File: src/rtl/instr_fetch.sv
// Instruction-supply stage for simple_cpu: writable program store, PC stepping and per-class word hold.
// Optional feature: define IFETCH_LOOP_EN to restart at word 0 instead of halting.
module instr_fetch #(
   parameter int INSTR_WIDTH = 20,
   parameter int PC_BITS     = 5,
   parameter int HOLD_STD    = 3,
   parameter int HOLD_LOAD   = 4,
   parameter int HOLD_STORE  = 3
) (
   input  logic                   clk,
   input  logic                   rst,
   input  logic                   start,
   input  logic                   prog_we,
   input  logic [PC_BITS-1:0]     prog_addr,
   input  logic [INSTR_WIDTH-1:0] prog_data,
   output logic [INSTR_WIDTH-1:0] instruction,
   output logic [PC_BITS-1:0]     pc,
   output logic                   busy,
   output logic                   done,
   output logic                   prog_err
);

   localparam int DEPTH     = 2 ** PC_BITS;
   localparam int HOLD_MAX0 = (HOLD_STD > HOLD_LOAD) ? HOLD_STD : HOLD_LOAD;
   localparam int HOLD_MAX  = (HOLD_MAX0 > HOLD_STORE) ? HOLD_MAX0 : HOLD_STORE;
   localparam int CNT_W     = $clog2(HOLD_MAX + 2);

   localparam logic [PC_BITS-1:0] PC_MAX  = '1;
   localparam logic [CNT_W-1:0]   CNT_ONE = CNT_W'(1);

   typedef enum logic [1:0] {IDLE, ISSUE, HALT} state_t;

   state_t                 state, state_nxt;
   logic [INSTR_WIDTH-1:0] mem [DEPTH];
   logic [INSTR_WIDTH-1:0] instr_nxt;
   logic [INSTR_WIDTH-1:0] first_word;
   logic [INSTR_WIDTH-1:0] next_word;
   logic [PC_BITS-1:0]     pc_nxt;
   logic [CNT_W-1:0]       cnt, cnt_nxt;
   logic                   store_we;

   function automatic logic is_nop(input logic [INSTR_WIDTH-1:0] w);
      return w[INSTR_WIDTH-1 -: 2] == 2'b00;
   endfunction

   function automatic logic [CNT_W-1:0] hold_of(input logic [INSTR_WIDTH-1:0] w);
      case (w[INSTR_WIDTH-1 -: 2])
         2'b10:   return CNT_W'(HOLD_LOAD);
         2'b11:   return CNT_W'(HOLD_STORE);
         default: return CNT_W'(HOLD_STD);
      endcase
   endfunction

   assign store_we   = prog_we && (state != ISSUE);
   assign first_word = mem[0];
   assign next_word  = mem[pc + 1'b1];

   // NOTE: the program store has no reset; its contents must survive rst and a reset port would block RAM mapping.
   always_ff @(posedge clk) begin
      if (store_we) mem[prog_addr] <= prog_data;
   end

   // NOTE: sequential state uses non-blocking assignments so every register samples pre-edge values.
   always_ff @(posedge clk or negedge rst) begin
      if (!rst) begin
         state       <= IDLE;
         instruction <= '0;
         pc          <= '0;
         cnt         <= '0;
         prog_err    <= 1'b0;
      end else begin
         state       <= state_nxt;
         instruction <= instr_nxt;
         pc          <= pc_nxt;
         cnt         <= cnt_nxt;
         prog_err    <= prog_we && (state == ISSUE);
      end
   end

   // NOTE: every combinational output gets a default first so no path infers a latch.
   always_comb begin
      state_nxt = state;
      instr_nxt = instruction;
      pc_nxt    = pc;
      cnt_nxt   = cnt;
      unique case (state)
         IDLE, HALT: begin
            // A simultaneous write wins over start; the first word gets one extra cycle for CU reset exit.
            if (start && !prog_we) begin
               pc_nxt = '0;
               if (is_nop(first_word)) begin
                  state_nxt = HALT;
                  instr_nxt = '0;
               end else begin
                  state_nxt = ISSUE;
                  instr_nxt = first_word;
                  cnt_nxt   = hold_of(first_word) + CNT_ONE;
               end
            end
         end
         ISSUE: begin
            if (cnt != CNT_ONE) begin
               cnt_nxt = cnt - CNT_ONE;
            end else if (pc == PC_MAX || is_nop(next_word)) begin
`ifdef IFETCH_LOOP_EN
               pc_nxt = '0;
               if (is_nop(first_word)) begin
                  state_nxt = HALT;
                  instr_nxt = '0;
               end else begin
                  instr_nxt = first_word;
                  cnt_nxt   = hold_of(first_word);
               end
`else
               if (pc != PC_MAX) pc_nxt = pc + 1'b1;
               state_nxt = HALT;
               instr_nxt = '0;
`endif
            end else begin
               pc_nxt    = pc + 1'b1;
               instr_nxt = next_word;
               cnt_nxt   = hold_of(next_word);
            end
         end
         default: begin
            state_nxt = IDLE;
            instr_nxt = '0;
         end
      endcase
   end

   always_comb begin
      busy = (state == ISSUE);
      done = (state == HALT);
   end

endmodule
File: config.mk
export PLATFORM = sky130hd
export DESIGN_NAME = instr_fetch
export DESIGN_NICKNAME = d
export VERILOG_FILES = /design/src/rtl/instr_fetch.sv
export SDC_FILE = /design/constraint.sdc
export NUM_CORES = 1
export LEC_CHECK = 0
export CAP_MARGIN = 20
export CORE_UTILIZATION = 60
export CTS_BUF_LIST = sky130_fd_sc_hd__clkbuf_16
export CTS_CLUSTER_DIAMETER = 120
export DETAILED_ROUTE_END_ITERATION = 7
export PLACE_DENSITY_LB_ADDON = 0.2
export RECOVER_POWER = 100
export SETUP_SLACK_MARGIN = 0.15
export SYNTH_ARGS = -nofsm -noshare
export SYNTH_HDL_FRONTEND = slang
export SYNTH_SLANG_ARGS = --single-unit
File: constraint.sdc
create_clock -name clk -period 4.05 [get_ports clk]
set_clock_uncertainty 0.2 [all_clocks]
set_input_delay 0.6075 -clock clk [delete_from_list [all_inputs] [get_ports clk]]
set_output_delay 0.6075 -clock clk [all_outputs]
set_load 0.02 [all_outputs]
; After elaboration in Yosys (flattened, before gate mapping)
; Memories as Yosys holds them, arrays and structs flattened.
; Index checks and enable logic that the tools add are counted.
; Widths: inputs -> output; s select.
[op_classes]
n_addsub = 3
eq_ne = 14
muxes = 27
n_reduce_logical = 14
[op_table]
columns = operator, n
row1 = $mux 20, 4
row2 = $pmux 20 s2, 1
row3 = $mux 3, 9
row4 = $mux 5, 4
row5 = $pmux 5 s2, 1
row6 = $mux 2, 4
row7 = $reduce_and 4->1, 2
row8 = $eq 2x2->1 const B, 3
row9 = $logic_not 2->1, 3
row10 = $ne 2x2->1 const B, 3
row11 = $pmux 3 s2, 1
row12 = $add 5x1->5 const B, 1
row13 = $eq 5x5->1 const B, 1
row14 = $ne 5x5->1 const B, 1
row15 = $ne 2x1->1 const B, 2
row16 = $pmux 2 s2, 1
row17 = $add 3x1->3 const B, 1
row18 = $logic_and 1x1->1, 3
row19 = $ne 3x1->1 const B, 1
row20 = $ne 3x2->1 const B, 1
row21 = $ne 3x3->1 const B, 1
row22 = $reduce_and 3->1, 1
row23 = $sub 3x1->3 const B, 1
row24 = $eq 2x1->1 const B, 1
row25 = 6 further kinds, 7
[totals]
regBits = 31
mem_bits_rw = 640
in_bits = 29
word_cells = 64
memories = 1
[mem_list]
columns = name, words, width, read_ports, rd_ports_with_merged_regs, write_ports, line_no
row1 = mem, 32, 20, 2, 0, 1, 34  ; logic [INSTR_WIDTH-1:0] mem [DEPTH];

; Depth between registers and ports, before layout
; Gate-level depths: netlist of run 1.
[logic_depth]
word_depth = 9
depth_mapped = 11

; Least setup slack after synthesis of run 1
; OpenSTA, ideal clock, no wires.
[synth_timing]
path_type = register -> register
startpoint = reg pc[1]
endpoint = reg instruction[0]
arrival_ns = 2.758
slack_ns = 0.966
stages_incl_launch_ff = 11
path_buffers = 5
synth_period_minus_slack_ns = 3.084
path_cell_list = dfrtp_1 ha_1 buf_4 buf_6 clkbuf_1 buf_2 buf_2 mux4_2 mux4_2 mux2i_1 o21ai_2
[synth_via]
elab_chain_cells = 7
[synth_rtl]
columns = item, line_no
row1 = start: declaration, 17  ; output logic [PC_BITS-1:0] pc,
row2 = start signal: assignment, 74  ; pc <= pc_nxt;
row3 = $add 5x1->5, 56  ; assign next_word = mem[pc + 1'b1];
row4 = $mem_v2 32x20, -
row5 = $logic_not 2->1, 43  ; return w[INSTR_WIDTH-1 -: 2] == 2'b00;
row6 = $logic_or 1x1->1, 104  ; end else if (pc == PC_MAX || is_nop(next_word)) begin
row7 = $mux 20 *, 104
row8 = $mux 20 *, 102  ; if (cnt != CNT_ONE) begin
row9 = $pmux 20 s2 *, 86  ; unique case (state)
row10 = end signal: assignment, 73  ; instruction <= instr_nxt;
row11 = end: declaration, 16  ; output logic [INSTR_WIDTH-1:0] instruction,
; Mark *: on every way between the ends. The rest lies on a longest branch, timed or not. The select of a mux whose other input is x is not followed.
; A chain may end at the register's enable or synchronous reset.

; Worst setup path in the final report of run 1
[layout_timing]
startpoint = reg state[0]
endpoint = mem mem[7][5], enable pin
[layout_via]
elab_chain_cells = 4
[layout_rtl]
columns = item, line_no
row1 = start: declaration, 33  ; state_t state, state_nxt;
row2 = start signal: assignment, 72  ; state <= state_nxt;
row3 = $ne 2x1->1, 54  ; assign store_we = prog_we && (state != ISSUE);
row4 = $logic_and 1x1->1, 54
row5 = $mux 1, 60  ; if (store_we) mem[prog_addr] <= prog_data;
row6 = $mux 1 (implied by the code), 60
row7 = end: declaration, 34
; Every way passes these cells.

==> results of run 1 <==
==> routing by layer <==
layer / up-vias / GRT usage
met5: - / 0
met1: 6470 / 0.374
met2: 577 / 0.412
met4: 2 / 0.0878
met3: 87 / 0.0492
li1: 5049 / -
==> power breakdown <==
group / internal (mW) / switching [mW]
Sequential: 7.80 / 0.155
Clock: 3.27 / 2.45
Combinational: 2.82 / 2.87
Total: 13.9 / 5.47
==> cells in the mapped netlist, drive strengths merged (2+ instances only) <==
cell type / n
a22o: 8
nor2: 40
ha: 4
nor2b: 2
nand3b: 3
nand2b: 4
mux2: 3
clkbuf: 23
o21ai: 25
mux2i: 57
a21oi: 3
a211oi: 2
mux4: 188
nand2: 12
dfrtp: 31
xnor2: 2
nand3: 2
edfxtp: 640
inv: 6
buf: 33
or3: 2
nor3: 4
a22oi: 18
==> final timing paths <==
path,from,to,slack (ns)
min,instruction[18]$_DFFE_PN0P_,instruction[18]$_DFFE_PN0P_,0.27
max,state[0]$_DFFE_PN0P_,mem[7][5]$_DFFE_PP_,0.36
min reg2reg,instruction[18]$_DFFE_PN0P_,instruction[18]$_DFFE_PN0P_,0.27
max reg2reg,state[0]$_DFFE_PN0P_,mem[7][5]$_DFFE_PP_,0.36
max in group asynchronous,rst,pc[0]$_DFFE_PN0P_,1.11
min in group asynchronous,rst,instruction[2]$_DFFE_PN0P_,1.00
==> registers in the layout (all words and copies together) (netlist names) <==
register and cells:
mem 640, instruction 20, pc 5, cnt 3, state 2, prog_err 1
==> layout by cell type (no fill, tap or decap), types with 2 or more instances in the layout <==
cell             count
buf_4                9
inv_1               24
dlygate4sd3_1       48
clkbuf_1            47
o21ai_0             24
nand3b_1             3
clkinv_2            14
clkdlybuf4s50_1      8
mux2_2               2
mux2i_1             57
xnor2_4              2
clkinv_1            10
edfxtp_1           640
nand2b_1             4
bufinv_16            3
a22oi_1             18
a21oi_1              3
nor2_1              22
buf_12               6
clkbuf_16           69
or3_1                2
nor2b_1              2
ha_1                 3
inv_6                2
a22o_1               8
nor3_1               3
nand2_1             11
nand3_1              2
clkbuf_2             3
dfrtp_1             30
mux4_2             188
nor2_2              18
==> area by class of cell <==
type	instances	area (um^2)
repair buffers	121	940
well taps	577	722
multi-input cells	389	5760
fillers	2529	12900
clock inverters	48	290
flip-flops and latches	671	20000
inverters	6	22.5
clock buffers	69	1730
==> what timing repair did <==
| action | 4_1_cts | 5_1_grt |
|---|---|---|
| endpoints found under the hold margin | 31 | 0 |
| hold buffers | 1 | 0 |
| setup buffers | 0 | 1 |
| endpoints found under the setup margin | 0 | 1 |
==> per-stage QoR <==
stage | hold WS (ns) | cell area (um^2) | total power [mW] | util | worst slack [ns]
after global placement | 0.265 | 27600 | 13.8 | 0.653 | 0.385
after detailed placement | 0.272 | 27600 | 13.9 | 0.653 | 0.282
after global routing | 0.329 | 29500 | 20.1 | 0.696 | 0.245
final | 0.273 | 29500 | 19.4 | 0.696 | 0.356
after CTS | 0.284 | 29700 | 19.6 | 0.701 | 0.239
after floorplan | 0.112 | 26000 | 12.3 | - | 0.966
==> kinds of logic after synthesis <==
logic type                 Yosys count  share of synthesized area
DFF                                671                      0.769
muxes                              248                      0.186
and+or+nand+nor                     74                     0.0128
buffers and inverters               62                     0.0117
AOI/OAI and AO/OA                   61                     0.0176
adders and majority gates            4                    0.00192
xor gates and xnor gates             2                    0.00125
==> worst reg2reg max path: stages, from the launching register on <==
cell and delay [ns]:
dfrtp_1 0.54, nand2b_1 0.37, nand4_1 0.13, clkbuf_1 0.29, nor2_1 0.65, clkbuf_1 1.11
==> impl_metrics.json, run 1 <==
{
  "async_flop_share": 0.0462,
  "routedWlPerCell_um": 29.3,
  "placed_cells": 1756,
  "peakVddDrop_v": 0.000497,
  "finalSetupViolCount": 0,
  "grt_max_degree": 65,
  "cts_resized": 0,
  "synth.area.top_cells": "edfxtp_1, mux4_2, dfrtp_1, mux2i_1, nor2_1",
  "firstDrtPassIters": 7,
  "hold_class": "reg -> reg",
  "core_mm2": 0.0423,
  "violations": "capacitance limit, slew limit",
  "clock-sinks": 671,
  "synth_area_per_cell_um2": 23.2,
  "synth_nets": 1155,
  "antenna_found_initial": 1,
  "fin_cells": 1881,
  "power_density_mw_per_mm2": 657,
  "max-slew-margin-rel": -0.444,
  "final_layout_size_suffix_gt1_frac": 0.250,
  "leakagePower_nw": 9.47,
  "place_congestion": 0.856,
  "start_util": 0.615,
  "path_clk_slew_ns": 0.06,
  "first_iter_violations": 1295,
  "final_max_slew_viol_count": 410,
  "drt-met1-wl_mm": 22.4,
  "die_w_um": 210,
  "arrival_ns": 3.68,
  "area_growth_pct": 13.3,
  "synth.largest_area_cell": "edfxtp_1",
  "dieArea_mm2": 0.0442,
  "ant_nets": 0,
  "diodes": 0,
  "cts_tree": "yes",
  "grtUsageTotal": 0.261,
  "drv_cap": 19,
  "setup_tns_ns": 0,
  "nNetsFinal": 1289,
  "io_pins": 57,
  "tightest_slew_ns": 2.17,
  "grt_overflow": 0,
  "final.min_clock_period_ns": 3.69,
  "insertion_delay_ns": 0.60,
  "drt-vias-per-instance": 6.48,
  "yosysUniqueCellTypes": 41,
  "grt_pass1_vias": 12344,
  "cp_max_fo": 16,
  "grt_pass1_wl_mm": 81.0,
  "clockRootBuffer": "clkbuf_16",
  "die_h_um": 210,
  "numCtsBuffers": 67,
  "rr_worst_depth": 5,
  "wl_mm": 55.2,
  "clock_path_buffers": 3,
  "critical_path.slowest_cell": "clkbuf_1",
  "path_cells": "nand2b_1 -> nand4_1 -> clkbuf_1 -> nor2_1 -> clkbuf_1",
  "crit_cells": 5,
  "crit_path_max_incr_delay_ns": 1.11,
  "synth_edf_count": 640,
  "status": "finished with violations",
  "port-buffer-count": 56,
  "routed-wl-met2_mm": 27.1,
  "top_layer": "met5",
  "crit_path_end_kind": "flop",
  "crit_required_ns": 4.03,
  "hold_depth": 2,
  "syn_inst": 1122,
  "path_buf_inv": 2,
  "crit_family": "buffers and inverters",
  "yosys_warnings": 0,
  "clock.fmax_mhz": 271,
  "rsz0062_at_grt": "no",
  "rows": 75,
  "yosys.area.top_type_share": 0.739,
  "hpwl_mm": 30.8,
  "synth_seq_cells": 671,
  "drc_errors": 0,
  "ys.flop_type": "edfxtp_1",
  "cp-start-kind": "flop",
  "cts_max_level": 3,
  "syn_area_mm2": 0.0260,
  "min_period_over_period": 0.912,
  "hold_violations": 0,
  "criticalPathCategory": "reg -> reg",
  "vias": 12185,
  "route.met3.wl_mm": 4.04,
  "yosysSeqAreaShare": 0.769,
  "path_common_cell": "clkbuf_1"
}
Power figures use the tool's default switching activity.
==> run 2: changes to the inputs <==
--- a/config.mk
+++ b/config.mk
@@ -7,7 +7,7 @@
 export LEC_CHECK = 0
 export CAP_MARGIN = 20
 export CORE_UTILIZATION = 60
-export CTS_BUF_LIST = sky130_fd_sc_hd__clkbuf_16
+export CTS_BUF_LIST = sky130_fd_sc_hd__clkbuf_4 sky130_fd_sc_hd__clkbuf_8 sky130_fd_sc_hd__clkbuf_16
 export CTS_CLUSTER_DIAMETER = 120
 export DETAILED_ROUTE_END_ITERATION = 7
 export PLACE_DENSITY_LB_ADDON = 0.2
==> run 2 against run 1 <==
Utilization rose by 0.16 points; critical endpoint is now mem[7][9]$_DFFE_PP_; critical path type unchanged; combinational power barely moved; sequential power about the same; the run still ends with capacitance limit, slew limit left; highest routed layer unchanged; final cell count unchanged; non-clock buffer count stayed put.
==> impl_metrics.json, run 2 (synthesis results as in run 1) <==
{
  "tightest_slew_ns": 2.21,
  "wl_mm": 55.2,
  "power_density_mw_per_mm2": 661,
  "first_iter_violations": 1336,
  "drc_errors": 0,
  "final_layout_size_suffix_gt1_frac": 0.264,
  "hold_violations": 0,
  "status": "finished with violations",
  "cts_max_level": 3,
  "final_common_cell": "edfxtp_1",
  "seq_area_mm2": 0.0200,
  "start_util": 0.615,
  "io_pins": 57,
  "diodes": 0,
  "crit_path_max_incr_delay_ns": 1.12,
  "clockRootBuffer": "clkbuf_16",
  "path_cells": "nand2b_1 -> nand4_1 -> clkbuf_1 -> nor2_1 -> clkbuf_1",
  "hpwl_mm": 30.8,
  "drt-vias-per-instance": 6.49,
  "grtUsageTotal": 0.262,
  "criticalPathCategory": "reg -> reg",
  "place_congestion": 0.856,
  "final.min_clock_period_ns": 3.73,
  "regMostFlops": "mem",
  "die_h_um": 210,
  "route.met3.wl_mm": 4.01,
  "area_growth_pct": 13.5,
  "critical_path.slowest_cell": "clkbuf_1",
  "cp_max_fo": 16,
  "mostFrequentLayoutCells": "edfxtp_1, mux4_2, clkbuf_16",
  "cp-start-kind": "flop",
  "grt_pass1_wl_mm": 81.3,
  "core_mm2": 0.0423,
  "min_period_over_period": 0.922,
  "path_common_cell": "clkbuf_1",
  "drv_cap": 19,
  "insertion_delay_ns": 0.60,
  "final_max_slew_viol_count": 410,
  "final_area_mm2": 0.0295,
  "nNetsFinal": 1289,
  "vias": 12205,
  "fillCellCount": 2524,
  "arrival_ns": 3.71,
  "setup_tns_ns": 0,
  "grt_max_degree": 65,
  "grt_pass1_vias": 12361,
  "dpl-instance-area_mm2": 0.0276,
  "max-slew-margin-rel": -0.470,
  "violations": "capacitance limit, slew limit",
  "firstDrtPassIters": 5,
  "rsz0062_at_grt": "no",
  "peakVddDrop_v": 0.000497,
  "die_w_um": 210,
  "largest_reg_flops": 640,
  "drt-met1-wl_mm": 22.3,
  "clock.fmax_mhz": 268,
  "ant_nets": 0,
  "path_clk_slew_ns": 0.06,
  "dieArea_mm2": 0.0442,
  "cts_resized": 0,
  "routed-wl-met2_mm": 27.2,
  "numCtsBuffers": 67,
  "clock-sinks": 671,
  "port-buffer-count": 56,
  "grt_overflow": 0,
  "cts_tree": "yes",
  "hold_class": "reg -> reg",
  "crit_path_end_kind": "flop",
  "finalSetupViolCount": 0,
  "top_regs": "mem x640, instruction x20, pc x5",
  "top_layer": "met5",
  "multi_input_area_mm2": 0.00576,
  "leakagePower_nw": 9.46,
  "crit_required_ns": 4.03,
  "antenna_found_initial": 1,
  "rows": 75,
  "clock_path_buffers": 3,
  "routedWlPerCell_um": 29.3
}
## run 2: cell types whose count changed in the layout (fill, tap and decap cells not counted)
cell,delta
clkbuf_4,+18
inv_1,-18
## run 2: report_power, final
group	leakage (nW)	switching (mW)	internal (mW)
combinational	2.24	2.88	2.82
sequential	6.16	0.154	7.80
clock	1.06	2.43	3.43
total	9.46	5.46	14.1
## run 2: layout make-up
cell class,count,area share
sequential,671,0.677
multi-input combinational,389,0.195
clock buffer,87,0.0631
timing repair buffer,121,0.0318
tap,577,0.0245
clock inverter,30,0.00754
inverter,6,0.000763
## run 2: final timing paths
check / startpoint / endpoint / slack, ns / depth (start not counted)
setup / recovery: state[0]$_DFFE_PN0P_ / mem[7][9]$_DFFE_PP_ / 0.32 / 5
hold / removal: instruction[18]$_DFFE_PN0P_ / instruction[18]$_DFFE_PN0P_ / 0.27 / 2
setup reg to reg: state[0]$_DFFE_PN0P_ / mem[7][9]$_DFFE_PP_ / 0.32 / 5
hold reg to reg: instruction[18]$_DFFE_PN0P_ / instruction[18]$_DFFE_PN0P_ / 0.27 / 2
max in group asynchronous: rst / pc[0]$_DFFE_PN0P_ / 1.06 / 2
min in group asynchronous: rst / instruction[4]$_DFFE_PN0P_ / 1.02 / 2
## run 2: critical path: cells and delay by family, from the launching register on
kind / cells / cell delay [ns]
and+or+nand+nor: 3 / 1.17
buffers and inverters: 2 / 1.40
DFF: 1 / 0.55
## run 2: routing by layer
metal,up-vias,track usage
met5,-,0
met2,544,0.416
met3,84,0.0490
met1,6537,0.374
li1,5038,-
met4,2,0.0866
## run 2: metrics by stage
stage / hold WS, ns / util / setup WS (ns) / std cells / total power, mW
2_1_floorplan: 0.112 / - / 0.966 / 1122 / 12.3
3_3_place_gp: 0.265 / 0.653 / 0.385 / 1756 / 13.8
3_5_place_dp: 0.272 / 0.653 / 0.282 / 1756 / 13.9
4_1_cts: 0.284 / 0.702 / 0.236 / 1874 / 19.8
5_1_grt: 0.329 / 0.698 / 0.223 / 1881 / 20.2
6_report: 0.272 / 0.698 / 0.315 / 1881 / 19.5
## run 2: what timing repair did
item	in CTS	in global routing
buffers inserted	0	1
hold buffers	1	0
hold endpoints to repair	31	0
endpoints found under the setup margin	0	1
==> run 3: changes to the inputs <==
==> constraint.sdc (replaced) <==
create_clock -name clk -period 4.9 [get_ports clk]
set_clock_uncertainty 0.2 [all_clocks]
set_input_delay 0.735 -clock clk [delete_from_list [all_inputs] [get_ports clk]]
set_output_delay 0.735 -clock clk [all_outputs]
set_load 0.02 [all_outputs]
==> run 3 against run 2 <==
The flow still finishes with violations (capacitance limit, slew limit); maximum frequency fell by 12%; global-route usage rose by 0.52 points; critical path depth rose by 4; utilization fell by 0.086 points; routed wire length rose by 2.0%; combinational power fell by 18%; cell area fell by 0.12%; sequential share of layout area rose by 0.083 points; total power fell by 17%; flip-flop and latch count did not move; first-iteration DRC count rose by 9.5%; final cell count fell by 0.48%; critical endpoint is now instruction[12]$_DFFE_PN0P_; highest routed layer unchanged.
==> impl_metrics.json, run 3 (synthesis results as in run 1) <==
{
  "status": "finished with violations",
  "violations": "capacitance limit, slew limit",
  "clockRootBuffer": "clkbuf_16",
  "vias": 12163,
  "final_util": 0.697,
  "final_common_cell": "edfxtp_1",
  "setup_tns_ns": 0,
  "die_h_um": 210,
  "firstDrtPassIters": 5,
  "dpl-instance-area_mm2": 0.0275,
  "drt-vias-per-instance": 6.50,
  "post-cts-setup-buffer-count": 0,
  "arrival_ns": 4.54,
  "final_max_slew_viol_count": 704,
  "place_congestion": 0.799,
  "clock.fmax_mhz": 234,
  "final_layout_size_suffix_gt1_frac": 0.273,
  "routedWlPerCell_um": 30.0,
  "drc_errors": 0,
  "crit_path_max_incr_delay_ns": 0.67,
  "grt_pass1_wl_mm": 82.3,
  "dieArea_mm2": 0.0442,
  "antenna_found_initial": 1,
  "fillCellCount": 2522,
  "grt_max_degree": 95,
  "die_w_um": 210,
  "path_common_cell": "mux2i_1",
  "fin_cells": 1872,
  "cts_max_level": 3,
  "grt_overflow": 0,
  "cts_resized": 0,
  "nNetsFinal": 1279,
  "final.min_clock_period_ns": 4.27,
  "mostFrequentLayoutCells": "edfxtp_1, mux4_2, clkbuf_16",
  "tightest_slew_ns": 2.22,
  "path_clk_slew_ns": 0.06,
  "power.share.clock": 0.305,
  "clock-sinks": 671,
  "power_density_mw_per_mm2": 548,
  "rsz0062_at_grt": "no",
  "largest_reg_flops": 640,
  "leakagePower_nw": 9.42,
  "first_iter_violations": 1463,
  "insertion_delay_ns": 0.58,
  "drv_cap": 33,
  "max-slew-margin-rel": -0.483,
  "pwr-share-comb": 0.288,
  "port-buffer-count": 56,
  "multi_input_area_mm2": 0.00578,
  "power_switching_mw": 4.54,
  "crit_required_ns": 5.17,
  "finalSetupViolCount": 0,
  "top_regs": "mem x640, instruction x20, pc x5",
  "critical_path.slowest_cell": "nand2_1",
  "core_mm2": 0.0423,
  "crit_path_end_kind": "flop",
  "rows": 75,
  "p_sw_frac": 0.281,
  "hold_violations": 0,
  "regMostFlops": "mem",
  "ctsHoldBuffers": 0,
  "numCtsBuffers": 66,
  "grtUsageTotal": 0.267,
  "cp_max_fo": 21,
  "cp-start-kind": "flop",
  "seq_area_mm2": 0.0200,
  "power_mw": 16.2,
  "criticalPathCategory": "reg -> reg",
  "start_util": 0.615,
  "diodes": 0,
  "min_period_over_period": 0.871,
  "hold_class": "reg -> reg",
  "ant_nets": 0,
  "power_frac_seq": 0.407,
  "final_area_mm2": 0.0295,
  "path_cells": "ha_4 -> buf_4 -> mux2i_1 -> mux4_2 -> mux2i_1 -> mux2i_1 -> a211oi_1 -> nand2_1 -> o21ai_0",
  "io_pins": 57,
  "cts_tree": "yes",
  "placed_cells": 1748,
  "peakVddDrop_v": 0.000411,
  "grt_pass1_vias": 12550,
  "wl_mm": 56.2,
  "area_growth_pct": 13.4,
  "hpwl_mm": 29.6,
  "clock_path_buffers": 3,
  "intPower_mw": 11.6
}
## run 3: cell count changes in the layout (fill, tap and decap cells not counted), sizes merged
cell         previous run  this run
inv                     8         9
buf                    15        16
clkinv                 24        17
clkinvlp                1         2
clkbuf                137       133
dlygate4sd3            48        47
## run 3: power groups by stage
stage	registers (mW)	logic (mW)	clock network, mW
2_1_floorplan	6.72	3.41	0
3_3_place_gp	6.69	4.72	0
3_5_place_dp	6.70	4.79	0
4_1_cts	6.58	4.83	4.99
5_1_grt	6.59	4.94	5.18
6_report	6.58	4.65	4.93
## run 3: critical path, delay by kind of cell, from the launching register on
family	cells	cell delay (ns)
AO/OA/AOI/OAI	2	0.93
adder cells (fa/ha/maj)	1	0.50
buffers and inverters	1	0.29
flip-flops	1	0.51
multiplexers	4	1.03
AND/OR/NAND/NOR	1	0.67
## run 3: layer usage
metal / routed length (um) / up-vias / GRT usage
met4: 2220 / 2 / 0.109
li1: - / 5016 / -
met2: 27300 / 571 / 0.419
met5: 10 / - / 0
met1: 22500 / 6462 / 0.381
met3: 4260 / 112 / 0.0445
## run 3: final cells by class
type                    count  area share
clock buffers              92      0.0648
clock inverters            25     0.00696
inverters                   6    0.000764
multi-input cells         389       0.196
flip-flops and latches    671       0.678
well taps                 577      0.0245
repair buffers            112      0.0288
## run 3: path summary, 6_finish.rpt
path / slack, ns / endpoint / from / cells after the start
max in group asynchronous: 2.33 / pc[0]$_DFFE_PN0P_ / rst / 1
worst min-delay path: 0.28 / instruction[19]$_DFFE_PN0P_ / instruction[19]$_DFFE_PN0P_ / 2
min in group asynchronous: 0.61 / pc[3]$_DFFE_PN0P_ / rst / 1
worst min register to register: 0.28 / instruction[19]$_DFFE_PN0P_ / instruction[19]$_DFFE_PN0P_ / 2
worst max register to register: 0.63 / instruction[12]$_DFFE_PN0P_ / pc[0]$_DFFE_PN0P_ / 9
worst max-delay path: 0.63 / instruction[12]$_DFFE_PN0P_ / pc[0]$_DFFE_PN0P_ / 9
## run 3: metrics by stage
step           setup WS (ns)  hold slack (ns)
2_1_floorplan           1.82            0.239
4_1_cts                 1.01           0.0821
3_5_place_dp            1.06            0.272
3_3_place_gp            1.22            0.261
5_1_grt                0.482            0.308
6_report               0.633            0.276
